**config.mk**
```make
export PLATFORM = sky130hd
export DESIGN_NAME = pipelined_decoder
export DESIGN_NICKNAME = d
export VERILOG_FILES = /design/src/rtl/decoder_pkg.sv /design/src/rtl/dec_skid_buffer.sv /design/src/rtl/pipelined_decoder.sv
export SDC_FILE = /design/constraint.sdc
export NUM_CORES = 1
export LEC_CHECK = 0
export ABC_CLOCK_PERIOD_IN_PS = 2700
export CORE_MARGIN = 1
export CORE_UTILIZATION = 38
export DETAILED_ROUTE_END_ITERATION = 8
export PLACE_DENSITY = 0.58
export REMOVE_ABC_BUFFERS = 1
export SYNTH_ARGS = -nofsm -noshare
export SYNTH_HDL_FRONTEND = slang
export SYNTH_HIERARCHICAL = 1
export SYNTH_SLANG_ARGS = --single-unit
```
**constraint.sdc**
```tcl
create_clock -name clk -period 2.7 [get_ports clk]
set_input_delay 0.405 -clock clk [delete_from_list [all_inputs] [get_ports clk]]
set_output_delay 0.405 -clock clk [all_outputs]
set_load 0.02 [all_outputs]
```
**src/rtl/decoder_pkg.sv**
```systemverilog
// Shared types and the decode function for the registered index decoder.
package decoder_pkg;

  typedef enum logic [1:0] {
    DEC_ONEHOT   = 2'b00,
    DEC_THERM_LO = 2'b01,
    DEC_THERM_HI = 2'b10,
    DEC_RSVD     = 2'b11
  } dec_mode_t;

  // Widest output vector the function can build; callers slice the low bits.
  localparam int unsigned DEC_MAX_W = 64;

  typedef struct packed {
    logic                 err;
    logic [DEC_MAX_W-1:0] vec;
  } dec_res_t;

  // Bits at or above out_w are always zero. Out-of-range addresses fall out
  // of the bit rules naturally: one-hot and therm-high give zero, therm-low
  // saturates to all ones. The error flag ignores en.
  function automatic dec_res_t decode_vec(
    input logic [31:0] addr,
    input dec_mode_t   mode,
    input logic        en,
    input int unsigned out_w,
    input logic        zero_mask
  );
    dec_res_t res;
    logic     bit_v;
    res = '0;
    for (int unsigned i = 0; i < DEC_MAX_W; i++) begin
      case (mode)
        DEC_ONEHOT:   bit_v = (i == addr);
        DEC_THERM_LO: bit_v = (i <= addr);
        DEC_THERM_HI: bit_v = (i >= addr);
        default:      bit_v = 1'b0;
      endcase
      if (en && (i < out_w)) res.vec[i] = bit_v;
    end
    if (zero_mask) res.vec[0] = 1'b0;
    res.err = (addr >= out_w) || (mode == DEC_RSVD);
    return res;
  endfunction

endpackage

```
**src/rtl/dec_skid_buffer.sv**
```systemverilog
// Generic 2-entry valid/ready buffer (main + skid), strictly FIFO.
// in_ready depends only on registered state and rst, so there is no
// combinational path from the downstream side back upstream.
module dec_skid_buffer #(
  parameter int unsigned W = 33
) (
  input  logic         clk,
  input  logic         rst,
  input  logic         in_valid,
  output logic         in_ready,
  input  logic [W-1:0] in_data,
  output logic         out_valid,
  input  logic         out_ready,
  output logic [W-1:0] out_data
);

  logic         main_vld_q, main_vld_d;
  logic         skid_vld_q, skid_vld_d;
  logic [W-1:0] main_q, main_d;
  logic [W-1:0] skid_q, skid_d;
  logic         in_fire, out_fire;

  assign in_ready  = rst && !skid_vld_q;
  assign in_fire   = in_valid && in_ready;
  assign out_fire  = main_vld_q && out_ready;
  assign out_valid = main_vld_q;
  assign out_data  = main_q;

  // Next-state: refill main from skid on drain, else park new data in skid.
  always_comb begin
    main_vld_d = main_vld_q;
    skid_vld_d = skid_vld_q;
    main_d     = main_q;
    skid_d     = skid_q;
    if (out_fire) begin
      if (skid_vld_q) begin
        main_d     = skid_q;
        skid_vld_d = 1'b0;
      end else if (in_fire) begin
        main_d = in_data;
      end else begin
        main_vld_d = 1'b0;
      end
    end else if (in_fire) begin
      if (main_vld_q) begin
        skid_d     = in_data;
        skid_vld_d = 1'b1;
      end else begin
        main_d     = in_data;
        main_vld_d = 1'b1;
      end
    end
  end

  // Registered state; reset empties both entries and zeroes the output word.
  always_ff @(posedge clk) begin
    if (!rst) begin
      main_vld_q <= 1'b0;
      skid_vld_q <= 1'b0;
      main_q     <= '0;
      skid_q     <= '0;
    end else begin
      main_vld_q <= main_vld_d;
      skid_vld_q <= skid_vld_d;
      main_q     <= main_d;
      skid_q     <= skid_d;
    end
  end

endmodule

```
**src/rtl/pipelined_decoder.sv**
```systemverilog
// Registered index decoder: one-hot / thermometer-low / thermometer-high,
// with optional bit-0 masking, behind a 2-entry skid buffer.
module pipelined_decoder
  import decoder_pkg::*;
#(
  parameter int unsigned IN_W      = 5,
  parameter int unsigned OUT_W     = 32,
  parameter int unsigned ZERO_MASK = 1
) (
  input  logic             clk,
  input  logic             rst,
  input  logic             in_valid,
  output logic             in_ready,
  input  logic [IN_W-1:0]  in_addr,
  input  logic             in_en,
  input  logic [1:0]       in_mode,
  output logic             out_valid,
  input  logic             out_ready,
  output logic [OUT_W-1:0] out_dec,
  output logic             out_err
);

  dec_res_t         res_p0;
  logic [OUT_W:0]   payload_p0;
  logic [OUT_W:0]   payload_p1;

  // Stage 0: decode straight from the input before it is registered.
  always_comb begin
    res_p0     = decode_vec(32'(in_addr), dec_mode_t'(in_mode), in_en, OUT_W, ZERO_MASK != 0);
    payload_p0 = {res_p0.err, res_p0.vec[OUT_W-1:0]};
  end

  generate
    if (OUT_W < DEC_MAX_W) begin : g_unused_hi
      logic unused_hi;
      assign unused_hi = ^res_p0.vec[DEC_MAX_W-1:OUT_W];
    end
  endgenerate

  // Stage 1: registered payload leaves through the skid buffer.
  dec_skid_buffer #(
    .W (OUT_W + 1)
  ) u_skid (
    .clk       (clk),
    .rst       (rst),
    .in_valid  (in_valid),
    .in_ready  (in_ready),
    .in_data   (payload_p0),
    .out_valid (out_valid),
    .out_ready (out_ready),
    .out_data  (payload_p1)
  );

  assign out_err = payload_p1[OUT_W];
  assign out_dec = payload_p1[OUT_W-1:0];

endmodule

```
## Word-level counts from Yosys, hierarchy flattened

Index checks and enable logic that the tools add are counted.

| word-level totals | value |
|---|---|
| register bits after elaboration | 67 |
| output and inout bits | 35 |

| operators by class | value |
|---|---|
| $lt $le $gt $ge | 61 |
| eq/ne operators | 37 |
| multiplexer cells | 71 |
| bitwise operators | 2 |
| reduce and logical (&&, ||, !) cells | 12 |

Operator list:

| cell | number |
|---|---|
| $mux W33 | 5 |
| $pmux W1 S3 | 31 |
| $eq A5 B5 Y1 const A | 16 |
| $le A5 B5 Y1 const A | 16 |
| $ge A5 B5 Y1 const A | 15 |
| $eq A4 B5 Y1 const A | 8 |
| $ge A4 B5 Y1 const A | 8 |
| $le A4 B5 Y1 const A | 8 |
| $mux W1 | 35 |
| $eq A3 B5 Y1 const A | 4 |
| $ge A3 B5 Y1 const A | 4 |
| $le A3 B5 Y1 const A | 4 |
| $eq A2 B5 Y1 const A | 2 |
| $ge A2 B5 Y1 const A | 2 |
| $le A2 B5 Y1 const A | 2 |
| $reduce_and A3 Y1 | 3 |
| $ne A2 B2 Y1 const B | 3 |
| $eq A1 B5 Y1 const A | 1 |
| $ge A1 B5 Y1 const A | 1 |
| $le A1 B5 Y1 const A | 1 |
| $eq A2 B2 Y1 const B | 2 |
| $reduce_bool A2 Y1 | 2 |
| $logic_and A1 B1 Y1 | 3 |
| $eq A2 B1 Y1 const B | 1 |
| 5 further kinds | 6 |

## Longest topological paths before layout

| logic depth | value |
|---|---|
| word-level depth | 6 |
| gate-level depth with buffers | 10 |
| gate-level depth less buffers | 7 |

## Modules after synthesis

Netlist, hierarchy kept.

By module, submodules not included:

| module | instances | cells each | area each (µm²) | sequential area each (µm²) |
|---|---|---|---|---|
| dec_skid_buffer | 1 | 324 | 3121.7 | 1361.3 |
| pipelined_decoder | 1 | 170 | 1069.8 | 0.0 |

## Worst setup path after synthesis

OpenSTA, ideal clock, no wires.

| timing | value |
|---|---|
| path kind | input to register |
| start point | input port rst |
| end point | register u_skid.main_q[0], in the netlist u_skid/out_data[0] |
| arrival | 1958 ps |
| data required time | 2619 ps |
| path slack | 661 ps |
| stages | 9 |
| path buffers | 2 |
| path through | inv_1 > clkbuf_1 > nor2_1 > nand2_1 > ha_1 > clkinv_1 > clkbuf_1 > a31oi_1 > a211oi_2 |

| on the way | value |
|---|---|
| cells in the longest elaborated chain, start to end | 4 |

RTL lines:

| element | RTL line | text |
|---|---|---|
| start: declaration | pipelined_decoder.sv:11 | `input logic rst,` |
| $logic_and A1 B1 Y1 * | dec_skid_buffer.sv:23 | `assign in_ready = rst && !skid_vld_q;` |
| net in_ready | pipelined_decoder.sv:13 | `output logic in_ready,` |
| $logic_and A1 B1 Y1 * | dec_skid_buffer.sv:24 | `assign in_fire = in_valid && in_ready;` |
| $reduce_bool A2 Y1 (no source line) | -- |  |
| $reduce_and A3 Y1 (no source line) * | -- |  |
| end signal: assignment | dec_skid_buffer.sv:65 | `main_q <= main_d;` |
| end: declaration | dec_skid_buffer.sv:19 | `logic [W-1:0] main_q, main_d;` |

Mark *: on every way through the listed nets, which the timed path passes. The rest lies on a longest branch.
A chain may end at the register's enable or synchronous reset.

## Worst setup path in the final report

| timing | value |
|---|---|
| start point | input port rst |
| end point | output port in_ready |

| on the way | value |
|---|---|
| cells in the longest elaborated chain, start to end | 1 |

RTL lines:

| element | RTL line |
|---|---|
| $logic_and A1 B1 Y1 | dec_skid_buffer.sv:23 |
| end: declaration | pipelined_decoder.sv:13 |

No other way between the ends.

==> metrics.cfg <==
[global_route]
grt_usage = 0.220
gr-total-overflow = 0
grt_busiest_layer = met2
grt_max_degree = 67
grt_pass1_wl_mm = 20.2
grtUsageMet2 = 0.349
met1_usage = 0.304
grt_pass1_vias = 3908
grt.met3_usage = 0.0353
antenna_found_initial = 0

[die]
ios = 47
start_util = 0.399
fp.dieW_um = 107
core_um2 = 10500
die-area_um2 = 11500
die_y_um = 107
rows = 37

[timing]
setup-violations-final = 0
slew-limit-headroom = 0.412
rsz0062_at_grt = no
maxSlewViolCount = 0
finalCriticalPeriod_ns = 2.22
max_freq_mhz = 451
finalCritPeriodShare = 0.821
clock_skew_ns = 0.00793
tns_ns = 0
worst_pin_slew_ns = 0.882
finalWorstSetupSlack_ns = 0.484
hold_viol_final = 0
whs_ns = 0.477

[placement]
pre_cts_ws_ns = 0.185
gp_congestion = 0.866
hpwl_mm = 7.49
io_buffers = 46
postPlaceCellArea_um2 = 4740

[yosys]
synth-seq-cells = 68
synth_top_family_by_area = compound AO/OA/AOI/OAI gates
synth_edf_count = 0
synth_mux_area_frac = 0.0839
synth.avg_cell_area_um2 = 8.48
yosys.area_share.adder = 0.00299
synthFlopType = dfxtp_1
syn_area_um2 = 4190
synth_commonest_cells = dfxtp_1, a21oi_1, o21ai_0
synth_xor_area_frac = 0
ys_seq_area_frac = 0.325
ys_warn_count = 6
yosysUniqueCellTypes = 61
async_flop_share = 0
synthDominantCellAreaShare = 0.325
synth-compound-area-share = 0.350
yosysMostFrequentCell = dfxtp_1
synth_area_leader_cell = dfxtp_1
synth_area_leaders = dfxtp_1, a211oi_2, mux2i_1
synthCells = 494
synth-simple-area-share = 0.152

[worst_setup_path]
crit_start = rst
critPathMostFrequentCell = clkdlybuf4s50_1
end_kind = output pin
r2r-start = u_skid/out_valid
worst-setup-path-type = in2out
cp-start-kind = input pin
crit_fanout = 6
max_stage_delay_ns = 0.63
worstPathRequired_ns = 2.30
arrival_ns = 1.81
worstPathCellList = clkdlybuf4s50_1, inv_2, nor2_1, clkdlybuf4s50_1
slowest_stage = clkdlybuf4s50_1

[power]
peakVddDrop_uv = 325
seqPwrFrac = 0.421
swShare = 0.318
power_frac_comb = 0.237
p_per_area_nw_per_um2 = 515
leakagePower_uw = 0.00179
netSwitchingPower_uw = 810
power_frac_clock = 0.341
p_int_uw = 1730

[min_path]
holdCritStartpoint = u_skid/skid_q[13]
min_path_type = reg2reg

[cts]
clk_path_buf_depth = 2
ctsHoldBuffers = 0
clk_latency_ns = 0.35
cts_inserted_buffers = 9
cts_tree = yes
clk_pin_slew_worst_paths_ns = 0.07
clock_sinks = 68
htree_levels = 3
postCtsSetupBuffers = 0
postCtsResizedCells = 0
cts-root-buf = clkbuf_8

[cells_and_area]
nNetsFinal = 531
syn2layout_area_growth_pct = 17.9
fin_area_um2 = 4940
multiInputGateArea_um2 = 2470
n_fill_cell = 1017
final-seq-area_um2 = 1360
final_layout_size_suffix_gt1_frac = 0.168
n_antenna_cell = 0

[routing]
vias = 3968
wire_per_inst_um = 18.0
ant_nets = 0
drtIter0Drc = 305
via_per_inst = 6.02
drc = 0
drt_pass1_iterations = 4
wl_mm = 11.9

[outcome]
outcome = finished, final reports clean

[flow_run]
drv_cap = 0

critical path: cells and delay by family:
family / cells / cell delay [ns]
buf+inv: 3 / 1.27
simple gates: 1 / 0.14
placed cells by master, fill, tap and decap left out, types with 3 or more instances in the layout:
| master | instances |
|---|---|
| o21ai_1 | 3 |
| and2_1 | 4 |
| nand2_1 | 11 |
| a31oi_1 | 34 |
| o32ai_1 | 3 |
| dfxtp_1 | 68 |
| buf_12 | 3 |
| o211ai_1 | 3 |
| clkdlybuf4s50_1 | 46 |
| and4b_1 | 4 |
| nand2b_1 | 4 |
| o21ai_0 | 45 |
| nand3_1 | 36 |
| and3_1 | 3 |
| a211oi_1 | 10 |
| o21a_1 | 4 |
| a21oi_1 | 53 |
| nor2_1 | 17 |
| or3_1 | 4 |
| a211oi_2 | 30 |
| nor3_1 | 11 |
| mux2i_1 | 34 |
| buf_4 | 26 |
| nor3b_1 | 5 |
| clkbuf_8 | 10 |
| clkinv_2 | 3 |
flip-flops by register name, indices dropped and copies added (netlist names):
| signal | cells |
|---|---|
| u_skid/skid_vld_q | 1 |
| u_skid/skid_q | 33 |
| u_skid/out_valid | 1 |
| u_skid/out_data | 33 |
final timing paths:
kind	endpoint	slack (ns)	cells past startpoint
max	in_ready	0.48	4
min	u_skid/skid_q[13]	0.48	2
max reg2reg	u_skid/out_data[7]	0.78	6
min reg2reg	u_skid/skid_q[13]	0.48	2
final cells by class:
class | instances | area share
clock inverter | 6 | 0.0127
tap | 136 | 0.0344
sequential | 68 | 0.276
multi-input combinational | 359 | 0.501
inverter | 5 | 0.00380
timing repair buffer | 75 | 0.145
clock buffer | 10 | 0.0279
layer usage:
| layer | vias up | wire [um] |
|---|---|---|
| met5 | - | 0 |
| met4 | 0 | 245 |
| met3 | 19 | 412 |
| met1 | 1959 | 5710 |
| met2 | 83 | 5510 |
| li1 | 1907 | - |
stage by stage:
stage               utilization  instances  power [uW]
floorplan                     -        432        1420
global placement          0.451        643        1690
detailed placement        0.451        643        1700
CTS                       0.470        659        2560
global route              0.470        659        2680
finish                    0.470        659        2540
cell families (layout without fill, tap and decap cells):
| kind of cell | count (synthesis) | in the layout |
|---|---|---|
| mux | 35 | 35 |
| simple gates | 113 | 113 |
| compound gates | 208 | 208 |
| flops | 68 | 68 |
| buf+inv | 68 | 96 |
| other cells | 1 | 2 |
| fa+ha+maj | 1 | 1 |
power groups by stage:
stage	Clock [uW]	Combinational [uW]	Sequential (uW)
2_1_floorplan	0	279	1140
3_5_place_dp	0	601	1100
5_1_grt	945	653	1080
3_3_place_gp	0	592	1090
4_1_cts	886	603	1070
6_report	868	604	1070
No activity file was read; power rests on OpenSTA's default activity.
